`config.mk`:
```
export PLATFORM = sky130hd
export DESIGN_NAME = spi_frame_receiver_flat
export DESIGN_NICKNAME = d
export VERILOG_FILES = /design/src/rtl/spi_frame_receiver_if.sv /design/src/rtl/spi_frame_receiver.sv /design/src/flat_wrapper.sv
export SDC_FILE = /design/constraint.sdc
export NUM_CORES = 1
export LEC_CHECK = 0
export ABC_AREA = 1
export CAP_MARGIN = 20
export CORE_MARGIN = 3
export CORE_UTILIZATION = 40
export CTS_CLUSTER_DIAMETER = 80
export DETAILED_ROUTE_END_ITERATION = 8
export HOLD_SLACK_MARGIN = 0.1
export PLACE_DENSITY = 0.61
export REMOVE_ABC_BUFFERS = 1
export SYNTH_ARGS = -nofsm -noshare
export SYNTH_HDL_FRONTEND = slang
export SYNTH_SLANG_ARGS = --single-unit
```
`constraint.sdc`:
```
create_clock -name clk -period 1.9 [get_ports clk]
set_clock_uncertainty 0.15 [all_clocks]
set_input_delay 0.19 -clock clk [delete_from_list [all_inputs] [get_ports clk]]
set_output_delay 0.19 -clock clk [all_outputs]
set_load 0.02 [all_outputs]
```
`src/rtl/spi_frame_receiver_if.sv`:
```
// Pin and frame-output bundle for the SPI frame receiver.
// The slave side is the receiver; the master side drives the raw pins and consumes frames.
interface spi_frame_receiver_if #(
  parameter int unsigned ADDR_W = 7,
  parameter int unsigned DATA_W = 8
);
  logic              sclk;
  logic              ncs;
  logic              copi;
  logic              frame_valid;
  logic              frame_rw;
  logic [ADDR_W-1:0] frame_addr;
  logic [DATA_W-1:0] frame_data;
  logic              frame_err;
  logic              busy;

  modport slave (
    input  sclk, ncs, copi,
    output frame_valid, frame_rw, frame_addr, frame_data, frame_err, busy
  );

  modport master (
    output sclk, ncs, copi,
    input  frame_valid, frame_rw, frame_addr, frame_data, frame_err, busy
  );
endinterface

```
`src/rtl/spi_frame_receiver.sv`:
```
// SPI mode-0 frame receiver: synchronises raw pins into clk and emits {rw, addr, data}
// frames; transactions with the wrong bit count are flagged and never presented as valid.
module spi_frame_receiver #(
  parameter int unsigned SYNC_STAGES = 2,
  parameter int unsigned ADDR_W      = 7,
  parameter int unsigned DATA_W      = 8
) (
  input  logic                  clk,
  input  logic                  rst,
  spi_frame_receiver_if.slave   bus
);
  localparam int unsigned FRAME_BITS = 1 + ADDR_W + DATA_W;
  localparam int unsigned CNT_W      = $clog2(FRAME_BITS + 1);

  typedef enum logic [1:0] {IDLE, SHIFT, FULL} state_t;

  logic [SYNC_STAGES-1:0] sclk_sync, ncs_sync, copi_sync;
  logic                   sclk_q, ncs_q;
  logic                   sclk_s, ncs_s, copi_s;
  logic                   sclk_rise, ncs_fall, ncs_rise;

  state_t                 state, state_n;
  logic [FRAME_BITS-1:0]  shift_reg, shift_n;
  logic [CNT_W-1:0]       bit_cnt, cnt_n;
  logic                   overrun, ovr_n;
  logic                   valid_n, err_n, frame_ok;

  // Equal-depth synchronisers keep copi aligned with sclk; ncs idles high.
  always_ff @(posedge clk or posedge rst) begin
    if (rst) begin
      sclk_sync <= '0;
      ncs_sync  <= '1;
      copi_sync <= '0;
      sclk_q    <= 1'b0;
      ncs_q     <= 1'b1;
    end else begin
      sclk_sync <= {sclk_sync[SYNC_STAGES-2:0], bus.sclk};
      ncs_sync  <= {ncs_sync[SYNC_STAGES-2:0], bus.ncs};
      copi_sync <= {copi_sync[SYNC_STAGES-2:0], bus.copi};
      sclk_q    <= sclk_s;
      ncs_q     <= ncs_s;
    end
  end

  assign sclk_s    = sclk_sync[SYNC_STAGES-1];
  assign ncs_s     = ncs_sync[SYNC_STAGES-1];
  assign copi_s    = copi_sync[SYNC_STAGES-1];
  assign sclk_rise = sclk_s & ~sclk_q;
  assign ncs_fall  = ~ncs_s & ncs_q;
  assign ncs_rise  = ncs_s & ~ncs_q;
  assign frame_ok  = (bit_cnt == CNT_W'(FRAME_BITS)) && !overrun;

  always_ff @(posedge clk or posedge rst) begin
    if (rst) begin
      state     <= IDLE;
      shift_reg <= '0;
      bit_cnt   <= '0;
      overrun   <= 1'b0;
    end else begin
      state     <= state_n;
      shift_reg <= shift_n;
      bit_cnt   <= cnt_n;
      overrun   <= ovr_n;
    end
  end

  // An sclk edge coinciding with either ncs edge is dropped: ncs has priority.
  always_comb begin
    state_n = state;
    shift_n = shift_reg;
    cnt_n   = bit_cnt;
    ovr_n   = overrun;
    valid_n = 1'b0;
    err_n   = 1'b0;
    unique case (state)
      IDLE: begin
        if (ncs_fall) begin
          shift_n = '0;
          cnt_n   = '0;
          ovr_n   = 1'b0;
          state_n = SHIFT;
        end
      end
      SHIFT: begin
        if (ncs_rise) begin
          valid_n = frame_ok;
          err_n   = !frame_ok;
          state_n = IDLE;
        end else if (sclk_rise) begin
          shift_n = {shift_reg[FRAME_BITS-2:0], copi_s};
          cnt_n   = bit_cnt + CNT_W'(1);
          if (cnt_n == CNT_W'(FRAME_BITS)) state_n = FULL;
        end
      end
      FULL: begin
        if (ncs_rise) begin
          valid_n = frame_ok;
          err_n   = !frame_ok;
          state_n = IDLE;
        end else if (sclk_rise) begin
          ovr_n = 1'b1;
        end
      end
      default: state_n = IDLE;
    endcase
  end

  // Frame fields only ever load from a good frame and hold until the next one.
  always_ff @(posedge clk or posedge rst) begin
    if (rst) begin
      bus.frame_valid <= 1'b0;
      bus.frame_err   <= 1'b0;
      bus.frame_rw    <= 1'b0;
      bus.frame_addr  <= '0;
      bus.frame_data  <= '0;
      bus.busy        <= 1'b0;
    end else begin
      bus.frame_valid <= valid_n;
      bus.frame_err   <= err_n;
      bus.busy        <= ~ncs_s;
      if (valid_n) begin
        bus.frame_rw   <= shift_reg[FRAME_BITS-1];
        bus.frame_addr <= shift_reg[DATA_W +: ADDR_W];
        bus.frame_data <= shift_reg[DATA_W-1:0];
      end
    end
  end
endmodule

```
`src/flat_wrapper.sv`:
```
// flat-port wrapper written by rule: the top's interface ports become plain ports
module spi_frame_receiver_flat 
#(
  parameter int unsigned SYNC_STAGES = 2,
  parameter int unsigned ADDR_W      = 7,
  parameter int unsigned DATA_W      = 8
)
  (clk, rst, bus_sclk, bus_ncs, bus_copi, bus_frame_valid, bus_frame_rw, bus_frame_addr, bus_frame_data, bus_frame_err, bus_busy);
  spi_frame_receiver_if #(.ADDR_W(ADDR_W), .DATA_W(DATA_W)) bus_i ();
  input  logic clk;
  input  logic rst;
  input wire logic [$bits(bus_i.sclk)-1:0] bus_sclk;
  input wire logic [$bits(bus_i.ncs)-1:0] bus_ncs;
  input wire logic [$bits(bus_i.copi)-1:0] bus_copi;
  output wire logic [$bits(bus_i.frame_valid)-1:0] bus_frame_valid;
  output wire logic [$bits(bus_i.frame_rw)-1:0] bus_frame_rw;
  output wire logic [$bits(bus_i.frame_addr)-1:0] bus_frame_addr;
  output wire logic [$bits(bus_i.frame_data)-1:0] bus_frame_data;
  output wire logic [$bits(bus_i.frame_err)-1:0] bus_frame_err;
  output wire logic [$bits(bus_i.busy)-1:0] bus_busy;
  assign bus_i.sclk = bus_sclk;
  assign bus_i.ncs = bus_ncs;
  assign bus_i.copi = bus_copi;
  assign bus_frame_valid = bus_i.frame_valid;
  assign bus_frame_rw = bus_i.frame_rw;
  assign bus_frame_addr = bus_i.frame_addr;
  assign bus_frame_data = bus_i.frame_data;
  assign bus_frame_err = bus_i.frame_err;
  assign bus_busy = bus_i.busy;
  spi_frame_receiver #(.SYNC_STAGES(SYNC_STAGES), .ADDR_W(ADDR_W), .DATA_W(DATA_W)) u_core (.clk(clk), .rst(rst), .bus(bus_i));
endmodule
```
==> summary.txt <==
main area contributors after synthesis = dfrtp_1 55%, o21ai_2 8.1%, nand2_1 8.0%
Max clock buf depth = 2
FMAX = 610 MHz
leakage power = 1.22 nW
n_diodes = 0
number of flip-flops under the largest register name = 16
most frequent cells in the layout = 48 x dfrtp_1, 46 x nand2_1, 28 x inv_1, 23 x clkdlybuf4s50_1, 20 x o21ai_2
CP endpoint kind = flop
Synth Cell Area = 2170 sq um
critical path type = flop to flop
Site Rows = 26
vias in the first global route = 1,424
Worst-Margin Slew = 0.288 ns
DRT Pass-1 Iters = 4
Area growth syn-to-layout = 22.1%
Max VDD drop = 0.581 mV
clock period minus worst slack = 1.64 ns
CP Depth = 6
syn_area_per_cell = 10.5 sq um
Die Wd = 79.7 um
# setup viols final = 0
H-tree depth = 2
fin nets = 244
met3 Use GR = 3.39%
Yosys cell types = 26
crit-path cells = inv_1, ha_1, nand3_1, mux2i_4, buf_12, o21ai_0
fin crit share = 86.3%
vias per inst = 4.53
Max-Cap Viols = 0
root buffer cell = clkbuf_8
hpwl dp = 2.43 mm
Hold Fails Final Rpt = 0
CP required = 1.94 ns
met2 Usage GRT = 19.9%
PwrDens = 1020 nW/um^2
Post-CTS Setup Bufs = 0
RSZ-0062 raised after global routing = no
warnings from Yosys = 0
startpoint types = flop
area leader, netlist = dfrtp_1
Util after Layout = 51.2%
die height = 79.7 um
worst hold path class = input port to flop
largest net degree at the start of global routing = 40
layout cells sized above 1 = 20.0%
WP data arrival = 1.68 ns
CP Buf/Inv Count = 2
cts hold-fix bufs = 1
wire per inst = 11.7 um
DRT iter0 DRCs = 88
Worst R2R End = u_core.bit_cnt[4]
Final Slew Violations = 0
Syn Inst Count = 206
starting density of the core = 42.0%
Total GRT Usage = 13.2%
Antenna Violating Nets Remaining = 0
Ports = 24
CP max stage cell = dfrtp_1
max_slew headroom = 80.8%
CP max stage delay = 0.40 ns
crit path to = u_core.bit_cnt[4]
post-route setup TNS = 0 ns
DRC = 0
post-CTS sizing = 0
cts bufs inserted = 5
die footprint = 6350 sq um
sequential area share after synthesis = 59.0%
GR Util met1 = 18.5%
Worst-Skew Late Latency = 0.31 ns
number of port buffers = 23
routed vias = 1,381
post-synthesis register bit count = 51
clock sink count = 51
total gr overflow = 0
critical path startpoint = u_core.state[0]
core area = 5170 sq um
drt total wl = 3.57 mm
R2R cell count = 6
clk slew on worst S/H paths = 0.09 ns
most common cell after layout, fill and taps aside = dfrtp_1
Worst R2R Start = u_core.state[0]
CTS tree = done
first-pass GRT wire length = 6.49 mm
FF-to-FF setup slack = 0.26 ns
crit path max fanout = 21
top cell family by delay on the critical path = flip-flops
GRT busiest layer = met2
initial antenna violation count = 0
Final GP Congestion = 0.821
status = finished, final reports clean
top-area cell type share of the netlist area = 55.3%
-- final cells by class --
type	count	area (sq um)
well taps	70	87.6
repair buffers	27	300
clock buffers	5	68.8
fillers	474	2520
clock inverters	3	71.3
inverters	33	126
flip-flops and latches	51	1280
multi-input cells	116	716
-- worst min-delay path by stage --
| stage | from | to | slack (ns) | depth (start not counted) |
|---|---|---|---|---|
| 6_report | bus_ncs | u_core.ncs_sync[0] | 0.14 | 1 |
| 3_5_place_dp | u_core.sclk_sync[0] | u_core.sclk_sync[1] | 0.19 | 0 |
| 3_3_place_gp | u_core.sclk_sync[0] | u_core.sclk_sync[1] | 0.19 | 0 |
| 4_1_cts | bus_ncs | u_core.ncs_sync[0] | 0.12 | 1 |
| 5_1_grt | bus_ncs | u_core.ncs_sync[0] | 0.15 | 1 |
| 2_1_floorplan | bus_ncs | u_core.ncs_sync[0] | 0.04 | 0 |
-- power by group --
group | switching, mW | leakage, nW | total (mW) | internal (mW)
combinational | 0.334 | 0.470 | 0.544 | 0.210
clock | 0.369 | 0.0703 | 0.904 | 0.534
sequential | 0.0766 | 0.679 | 1.25 | 1.17
total | 0.779 | 1.22 | 2.70 | 1.92
-- metal layers --
layer	routed length (um)	share of wire [%]	vias to the layer above
li1	-	-	703
met1	1740	49	659
met2	1690	47	15
met3	89	2.5	4
met4	51	1.4	0
met5	0	0	-
-- through the flow --
step	worst slack, ns	area, sq um	total power [mW]	cells	hold WS (ns)
3_5_place_dp	0.249	2500	1.82	296	0.186
3_3_place_gp	0.285	2500	1.82	296	0.186
5_1_grt	0.0555	2650	2.85	305	0.149
4_1_cts	0.236	2650	2.74	305	0.125
6_report	0.260	2650	2.70	305	0.139
2_1_floorplan	0.00466	2120	1.68	200	0.0445
-- cells by family (layout without fill, tap and decap cells) --
family                   count (synthesis)  in the layout  synth area share [%]
AO/OA/AOI/OAI                           42             42                  13.4
flip-flops                              51             51                  59.0
buffers and inverters                   39             68                  8.07
XOR/XNOR                                 1              1                 0.404
multiplexers                             1              1                  1.04
adder cells (fa/ha/maj)                  5              5                  2.88
AND/OR/NAND/NOR                         67             67                  15.3
-- synth_stat cells --
library cell and n:
o211ai_1 1, inv_2 3, nand2_2 1, nor3_1 1
dfrtp_1 48, nand2_4 3, nor3_2 1, clkbuf_2 1
xor2_1 1, o21ai_2 20, inv_4 1, o21ai_0 13
ha_1 5, o21ai_1 5, nor2_1 2, buf_6 3
nand3_1 10, nor2_8 2, nand4_1 1, a21boi_0 1
buf_2 2, inv_1 29, a21oi_1 2, nand2_1 46
dfstp_2 3, mux2i_4 1
Note: power is estimated with default switching activity, not from simulation.
